--- src/rtl/recur_ctrl.sv ---
// Iterative F(n) evaluator: an explicit LIFO stack replaces recursion and drives the base-case ALU.
// Optional macro RECUR_PEAK_EN adds a peak_depth output (maximum stack pointer seen per evaluation).
module recur_ctrl #(
  parameter  int SIZE  = 4,
  parameter  int DEPTH = 16,
  parameter  int ACC_W = 16,
  localparam int SPW   = $clog2(DEPTH) + 1
) (
  input  logic             clk,
  input  logic             rst,
  input  logic             start,
  input  logic [SIZE-1:0]  n_in,
  output logic             busy,
  output logic             out_valid,
  output logic [ACC_W-1:0] out_sum,
  output logic             overflow,
  output logic             alu,
  output logic             twothree,
  output logic [SIZE-1:0]  n,
  output logic [SIZE-1:0]  m2,
  output logic [SIZE-1:0]  m3,
  input  logic [SIZE-1:0]  alu_result,
  input  logic             alu_done,
  input  logic             alu_backtrack
`ifdef RECUR_PEAK_EN
  ,
  output logic [SPW-1:0]   peak_depth
`endif
);

  localparam int AW = (DEPTH > 1) ? $clog2(DEPTH) : 1;

  typedef enum logic [3:0] {
    IDLE, POP, S_N, E_N, S_2, E_2, S_3, E_3, FIN
  } state_t;

  state_t            state, next;
  logic [SIZE-1:0]   x;
  logic [SPW-1:0]    sp;
  logic [ACC_W-1:0]  acc;
  logic [SIZE-1:0]   stack [DEPTH];

  logic              accept, push, pop, add, ovf_set, full;
  logic [SIZE-1:0]   push_val;
  logic [AW-1:0]     rd_idx, wr_idx;

  assign accept = (state == IDLE) && start;
  assign full   = (sp == SPW'(DEPTH));
  assign rd_idx = AW'(sp - SPW'(1));
  assign wr_idx = AW'(sp);

  assign n  = x;
  assign m2 = (x >= SIZE'(2)) ? x - SIZE'(2) : '0;
  assign m3 = (x >= SIZE'(3)) ? x - SIZE'(3) : '0;

  assign busy      = (state != IDLE) && (state != FIN);
  assign out_valid = (state == FIN);

  // Operands stay stable across each SETUP/EVAL pair; alu rises only in EVAL states.
  always_comb begin
    next     = state;
    push     = 1'b0;
    push_val = m2;
    pop      = 1'b0;
    add      = 1'b0;
    ovf_set  = 1'b0;
    alu      = 1'b0;
    twothree = 1'b0;
    case (state)
      IDLE: if (start) next = POP;
      POP: begin
        if (sp == '0) next = FIN;
        else begin
          pop  = 1'b1;
          next = S_N;
        end
      end
      S_N: next = E_N;
      E_N: begin
        alu = 1'b1;
        if (alu_done) begin
          add  = 1'b1;
          next = POP;
        end else next = S_2;
      end
      S_2: begin
        twothree = 1'b1;
        next     = E_2;
      end
      E_2: begin
        alu      = 1'b1;
        twothree = 1'b1;
        next     = S_3;
        if (alu_backtrack) add = 1'b1;
        else if (full) begin
          ovf_set = 1'b1;
          next    = FIN;
        end else push = 1'b1;
      end
      S_3: next = E_3;
      E_3: begin
        alu      = 1'b1;
        push_val = m3;
        next     = POP;
        if (alu_backtrack) add = 1'b1;
        else if (full) begin
          ovf_set = 1'b1;
          next    = FIN;
        end else push = 1'b1;
      end
      FIN:     next = IDLE;
      default: next = IDLE;
    endcase
  end

  always_ff @(posedge clk) begin
    if (rst) begin
      state    <= IDLE;
      sp       <= '0;
      acc      <= '0;
      x        <= '0;
      out_sum  <= '0;
      overflow <= 1'b0;
    end else begin
      state <= next;
      if (accept) begin
        sp       <= SPW'(1);
        acc      <= '0;
        out_sum  <= '0;
        overflow <= 1'b0;
      end
      if (pop) begin
        x  <= stack[rd_idx];
        sp <= sp - SPW'(1);
      end
      if (push)    sp       <= sp + SPW'(1);
      if (add)     acc      <= acc + ACC_W'(alu_result);
      if (ovf_set) overflow <= 1'b1;
      // acc is never updated in a cycle that enters FIN, so it is final here.
      if (next == FIN) out_sum <= acc;
    end
  end

  always_ff @(posedge clk) begin
    if (accept)    stack[0]      <= n_in;
    else if (push) stack[wr_idx] <= push_val;
  end

`ifdef RECUR_PEAK_EN
  always_ff @(posedge clk) begin
    if (rst)         peak_depth <= '0;
    else if (accept) peak_depth <= SPW'(1);
    else if (push && (sp + SPW'(1) > peak_depth)) peak_depth <= sp + SPW'(1);
  end
`endif

endmodule

--- config.mk ---
export PLATFORM = sky130hd
export DESIGN_NAME = recur_ctrl
export DESIGN_NICKNAME = d
export VERILOG_FILES = /design/src/rtl/recur_ctrl.sv
export SDC_FILE = /design/constraint.sdc
export NUM_CORES = 1
export LEC_CHECK = 0
export BUFFER_PORTS_ARGS = -buffer_cell sky130_fd_sc_hd__buf_4
export CAP_MARGIN = 20
export CORE_AREA = 2 2 131 133
export CTS_CLUSTER_SIZE = 12
export DETAILED_ROUTE_END_ITERATION = 10
export DIE_AREA = 0 0 133 135
export PLACE_DENSITY = 0.57
export SLEW_MARGIN = 10
export SYNTH_ARGS = -nofsm -noshare
export SYNTH_HDL_FRONTEND = slang
export SYNTH_SLANG_ARGS = --single-unit
--- constraint.sdc ---
create_clock -name clk -period 3.1 [get_ports clk]
set_clock_uncertainty 0.15 [all_clocks]
set_input_delay 0.155 -clock clk [delete_from_list [all_inputs] [get_ports clk]]
set_output_delay 0.155 -clock clk [all_outputs]
set_load 0.02 [all_outputs]
Yosys cells after proc, flatten, opt, wreduce, memory -nomap -nowiden
Memory sizes are Yosys's and may differ from the RTL's. A register that Yosys moved wholly into a read port is not among the register bits.
Index checks and enable logic that the tools add are counted.
{ "word_totals": {"ff_bits": 42, "latch_bits": 0, "mem_bits_rw": 64, "romBits": 0, "inputBits": 13, "wordCells": 77, "memories": 1} }
{ "mem_list": {"columns": ["memory", "words", "word_bits", "read_ports", "rd_clocked_by_memory_dff", "wr", "line_no", "source"], "rows": [
  ["stack", 16, 4, 1, 1, 1, "41", "logic [SIZE-1:0] stack [DEPTH];"]
]} }
{ "classes": {"addsub": 5, "n_mul": 0, "n_div": 0, "order_cmp": 2, "eq_ne": 11, "shift": 0, "mux": 40, "bitwise_logic": 0, "reduce_logical": 13} }
{ "ops": {"columns": ["cell", "n"], "rows": [
  ["16-bit 2-to-1 mux", 3],
  ["4-bit 2-to-1 mux", 11],
  ["4-bit case mux with 8 select lines", 1],
  ["1-bit 2-to-1 mux", 20],
  ["16-bit by 4-bit adder with 16-bit output", 1],
  ["4-bit by 3-bit equality test with 1-bit output (second input constant)", 4],
  ["5-bit 2-to-1 mux", 3],
  ["4-bit by 2-bit equality test with 1-bit output (second input constant)", 2],
  ["4-bit equality test (second input constant)", 2],
  ["4-bit by 2-bit greater-or-equal comparator with 1-bit output (second input constant)", 2],
  ["4-bit by 2-bit subtractor with 4-bit output (second input constant)", 2],
  ["2-bit nonzero test", 3],
  ["5-bit by 1-bit adder with 5-bit output (second input constant)", 1],
  ["5-bit equality test (second input constant)", 1],
  ["5-bit zero test", 1],
  ["5-bit by 1-bit subtractor with 5-bit output (second input constant)", 1],
  ["4-bit by 1-bit equality test with 1-bit output (second input constant)", 1],
  ["4-bit zero test", 1],
  ["4-bit != test (second input constant)", 1],
  ["4-bit nonzero test", 1],
  ["2-bit OR reduction", 2],
  ["4-bit OR reduction", 1],
  ["3-bit 2-to-1 mux", 1],
  ["3-bit nonzero test", 1],
  ["other kinds (3)", 4]
]} }

Logic depth before layout (Yosys ltp)
{ "logic_depth": {"word_depth": 9, "depth_mapped": 10, "mapped_depth_nobuf": 7} }

Least setup slack after synthesis
OpenSTA, ideal clock, no wires.
{ "synth_timing": {"kind": "reg-to-reg", "from": "register sp[0]", "to": "register x[0] (netlist: n[0]), read port of stack", "setup_ns": 0.132, "t_arrival_ns": 2.493, "required_time_ns": 2.818, "setup_slack_ns": 0.324, "path_stages_with_launch": 11, "path_buffers": 4, "cell_sequence": "dfxtp_1 > buf_6 > buf_2 > inv_1 > ha_1 > clkbuf_2 > clkbuf_1 > mux4_2 > mux4_2 > nand2_1 > a21oi_1"} }
{ "synth_via": {"elab_chain_len": 3, "word_cells_on_any_way": 4, "classes_between": "1 x add/sub; 2 x mux; 1 x reduce/logical"} }
{ "synth_lines": {"columns": ["item", "line_no", "source"], "rows": [
  ["start: declaration", "39", "logic [SPW-1:0] sp;"],
  ["start signal: assignment", "134", "sp <= sp - SPW'(1);"],
  ["start signal: assignment", "136", "if (push) sp <= sp + SPW'(1);"],
  ["parallel branches: the longest is 3 deep, another holds 5-bit by 1-bit subtractor with 5-bit output", null, null],
  ["end: declaration", "38", "logic [SIZE-1:0] x;"]
]} }
Several ways; the timed one is not identified.
A chain may end at the register's enable or synchronous reset.

Worst setup path in the final report
{ "layout_timing": {"from": "register sp[1]", "to": "register x[2] (netlist: n[2]), read port of stack"} }
Same word-level chain as after synthesis.

==> flow_results.org <==
** Timing
- Fmax :: 0.359 GHz
- The worst path in the final design needs a cycle of ~2.8 ns, including I/O delays and setup.
- Share of the cycle needed by the critical path after routing :: 0.899
- The final max-slew violation count is 0.
- Slack of the critical path :: 0.314 ns
- Hold Slack :: between 0.04 and 0.05 ns
- Setup repair after global routing missed its margin :: no
- Total negative slack :: 0 ns
- For the pin with the worst max-slew slack, the measured transition is a little under 0.9 ns.
- Setup violations, final :: 0
- In this run the tightest slew margin relative to its limit is 0.409.
- Final Hold Vio Count :: 0

** Synthesis
- In the synthesized netlist the dominant register cell turns out to be edfxtp_1.
- Async set or reset register ratio after synthesis :: 0
- Most numerous cell in the Yosys netlist :: edfxtp_1
- After synthesis the netlist holds a flip-flop and latch count of 110.
- Synthesis produced approximately 440 cells.
- Unique cell type count in the Yosys netlist :: just under 60
- The synthesized design spends more area on one cell type than any other, namely edfxtp_1.
- Mean area per synthesized cell :: between 10 and 15 µm²
- By area the synthesized netlist is led by edfxtp_1 38%, dfxtp_1 18%, mux4_2 8.9%, nand2_1 4.1%, a21oi_1 3.7%.
- The share of synthesized area in the top cell type comes to 0.379.
- Yosys mapped a number of flops with a built-in enable equal to 64.
- Post-synth net total :: approximately 460
- Area of the mapped netlist :: roughly 0.005 mm²
- Most instantiated cells after synthesis :: 64 x edfxtp_1, 55 x nand2_1, 46 x dfxtp_1
- Number of warnings reported in the yosys synthesis log :: 0
- Part of the Yosys area used for sequential elements :: 0.560

** Routing
- In this run the remaining antenna-violating nets after routing total 0.
- Using the TritonRoute via totals, the vias-per-cell ratio works out to between 5 and 6.
- WL final :: 12000 µm
- Detailed router's first-iteration violation count :: 211
- Average routed wire per standard cell :: between 15 and 20 µm
- The final route contains 3605 vias.
- After detailed routing, the number of remaining DRC violations is 0.
- First drt pass iteration count :: 4

** Die
- Chip Height :: 135 µm
- During I/O placement, the number of pins put on the boundary was 46.
- Die Wd :: 133 µm
- The die covers approximately 0.018 mm².
- Std-Cell Core Area :: between 0.015 and 0.02 mm²
- # rows :: between 40 and 50
- Initial core utilization :: 0.309

** Critical path
- Cell repeated most along the worst path :: mux4_2
- In this run the worst setup path begins at sp[1]$_SDFFE_PP0P_.
- In this run the critical register-to-register path is captured at n[2]$_SDFFE_PP0P_.
- Cell chain of the critical path :: inv_1, ha_1, mux4_2, mux4_2, nand2_1, a21oi_1
- Crit Path Max Fanout :: 19
- Signal arrival time at the worst endpoint :: 2.85 ns
- Slowest cell on crit path :: ha_1
- Data required time at the worst endpoint :: ~3.2 ns
- Worst path bufs/invs :: 1
- R2R depth :: 6
- The most critical setup path has its endpoint at n[2]$_SDFFE_PP0P_.
- Crit path launch type :: register
- R2R setup slack :: roughly 0.31 ns
- The worst register-to-register path begins at sp[1]$_SDFFE_PP0P_.
- STA classifies the critical path endpoint as a register.
- In this run the number of cells on the critical path is 6.
- The critical path in this run is classified as register to register.
- On the worst path, the slowest cell contributes a delay of 0.78 ns.
- Broken down by cell family, the worst path's largest delay share belongs to multiplexers.

** Global routing
- Initial antenna violation count :: 0
- Tot GR Track Use :: 0.138
- The via count of the first global-routing pass is about 3500.
- Remaining global-route overflow :: 0
- First-pass GRT wire length :: around 19000 µm
- Entering global routing, the biggest net connects 45 pins.

** Pwr
- Maximum vdd drop :: between 0.3 and 0.4 mV
- In this run the static leakage power is approximately 2.0 nW.
- Dividing total power by cell area gives a power density of between 500 and 600 mW/mm².

** Clock tree
- Number of clock sinks :: 110
- No sink is reached through more buffers than the 2 on the longest clock path.
- At the later pin of the worst-skew pair, clock insertion delay measures 0.35 ns.
- Reg clk slew, reported paths :: approximately 0.08 ns
- TritonCTS built the clock tree.
- In this run the number of H-tree levels came out at 3.
- Number of buffers created by CTS :: 9
- In this run the clock root is driven by a clkbuf_16.

** Flow run
- Max-Cap Viols :: 0

** Final layout
- 0 antenna diodes ended up in the layout.
- Count of fill cells added during filler insertion :: approximately 1600
- The final layout contains a little over 500 nets.
- Of the cells placed in the final design, the portion with a size suffix greater than 1 is 0.215.
- From synthesis to final layout, the design area changed by 17.4%.

** Place
- Before CTS, the worst setup slack after placement is 0.340 ns.
- The HPWL after detailed placement is around 8600 µm.
- Global placement routability congestion :: approximately 0.84
- Input and output buffers added on the ports amount to 45.

** Hold path
- The tightest min-delay check is of the input pin to register type.

** Outcome
- The flow ran to the end, and the final reports show no timing, DRC or antenna violations.
-- per-layer routing --
layer | vias up | share of wire | wire (µm) | track usage
li1 | 1709 | - | - | -
met1 | 1757 | 0.42 | 5010 | 0.171
met2 | 121 | 0.51 | 6090 | 0.246
met3 | 18 | 0.060 | 716 | 0.0282
met4 | 0 | 0.016 | 192 | 0.0358
met5 | - | 0 | 0 | 0
-- power breakdown --
part	total [mW]	leakage [nW]	internal, mW	switching [mW]
sequential	1.60	0.949	1.56	0.0377
clock	1.18	0.148	0.639	0.541
combinational	0.540	0.926	0.238	0.302
total	3.32	2.02	2.44	0.881
-- registers in the layout (all words and copies together), names as in the netlist --
register	flops
sp	5
n	4
acc	16
overflow	1
state	4
stack	64
out_sum	16
-- logic make-up after synthesis --
| family | count (synthesis) | share of synthesized area |
|---|---|---|
| muxes | 24 | 0.0971 |
| DFF | 110 | 0.560 |
| adders and majority gates | 12 | 0.0310 |
| xor gates and xnor gates | 9 | 0.0170 |
| and+or+nand+nor | 165 | 0.162 |
| buffers and inverters | 35 | 0.0323 |
| AOI/OAI and AO/OA | 81 | 0.101 |
-- area by class of cell --
type / count / area [µm²] / share of cell area
multi-input combinational: 291 / 2070 / 0.347
tap: 220 / 275 / 0.0462
timing repair buffer: 57 / 430 / 0.0722
inverter: 10 / 37.5 / 0.00630
sequential: 110 / 2840 / 0.477
clock buffer: 9 / 225 / 0.0378
clock inverter: 7 / 80.1 / 0.0134
-- cells in the final DEF (no fill, tap or decap), types with 4 or more instances in the layout --
cell	instances
a21o_1	4
o21ai_0	9
a31oi_1	5
xor2_1	4
inv_1	9
nand3_1	30
nand2_1	55
edfxtp_1	64
nand3b_1	6
nor2_1	37
dfxtp_1	46
a21oi_1	38
buf_4	56
clkbuf_16	9
nand4_1	7
mux4_2	20
xnor2_1	4
nor3_1	9
ha_1	11
-- how the worst min path moves through the flow --
stage	from	to	slack (ns)	cells past startpoint
2_1_floorplan	alu_backtrack	state[0]$_SDFF_PP0_	0.19	2
3_5_place_dp	out_sum[12]$_SDFFE_PP0P_	out_sum[12]$_SDFFE_PP0P_	0.31	2
4_1_cts	alu_done	state[2]$_SDFF_PP0_	0.05	4
3_3_place_gp	out_sum[7]$_SDFFE_PP0P_	out_sum[7]$_SDFFE_PP0P_	0.31	2
6_report	alu_result[0]	acc[0]$_SDFFE_PP0P_	0.05	4
5_1_grt	alu_result[0]	acc[0]$_SDFFE_PP0P_	0.1	4
-- per-stage QoR --
stage           util  std cells  power [mW]  instance area, µm²
2_1_floorplan      -        436        2.04                5080
3_3_place_gp   0.344        687        2.17                5650
3_5_place_dp   0.344        687        2.18                5650
4_1_cts        0.363        704        3.35                5960
5_1_grt        0.363        704        3.46                5960
6_report       0.363        704        3.32                5960
-- worst min-delay path, stage by stage --
cell	delay [ns]
buf_4	0.08
ha_1	0.11
nand2_1	0.04
a21oi_1	0.11
-- what timing repair did --
item | 4_1_cts | 5_1_grt
hold endpoints to repair | 1 | 0
hold buffers | 1 | 0
setup endpoints to repair | 0 | 0
resized for setup | 0 | 0
setup buffers | 0 | 0
(Power assumes the default switching activity.)
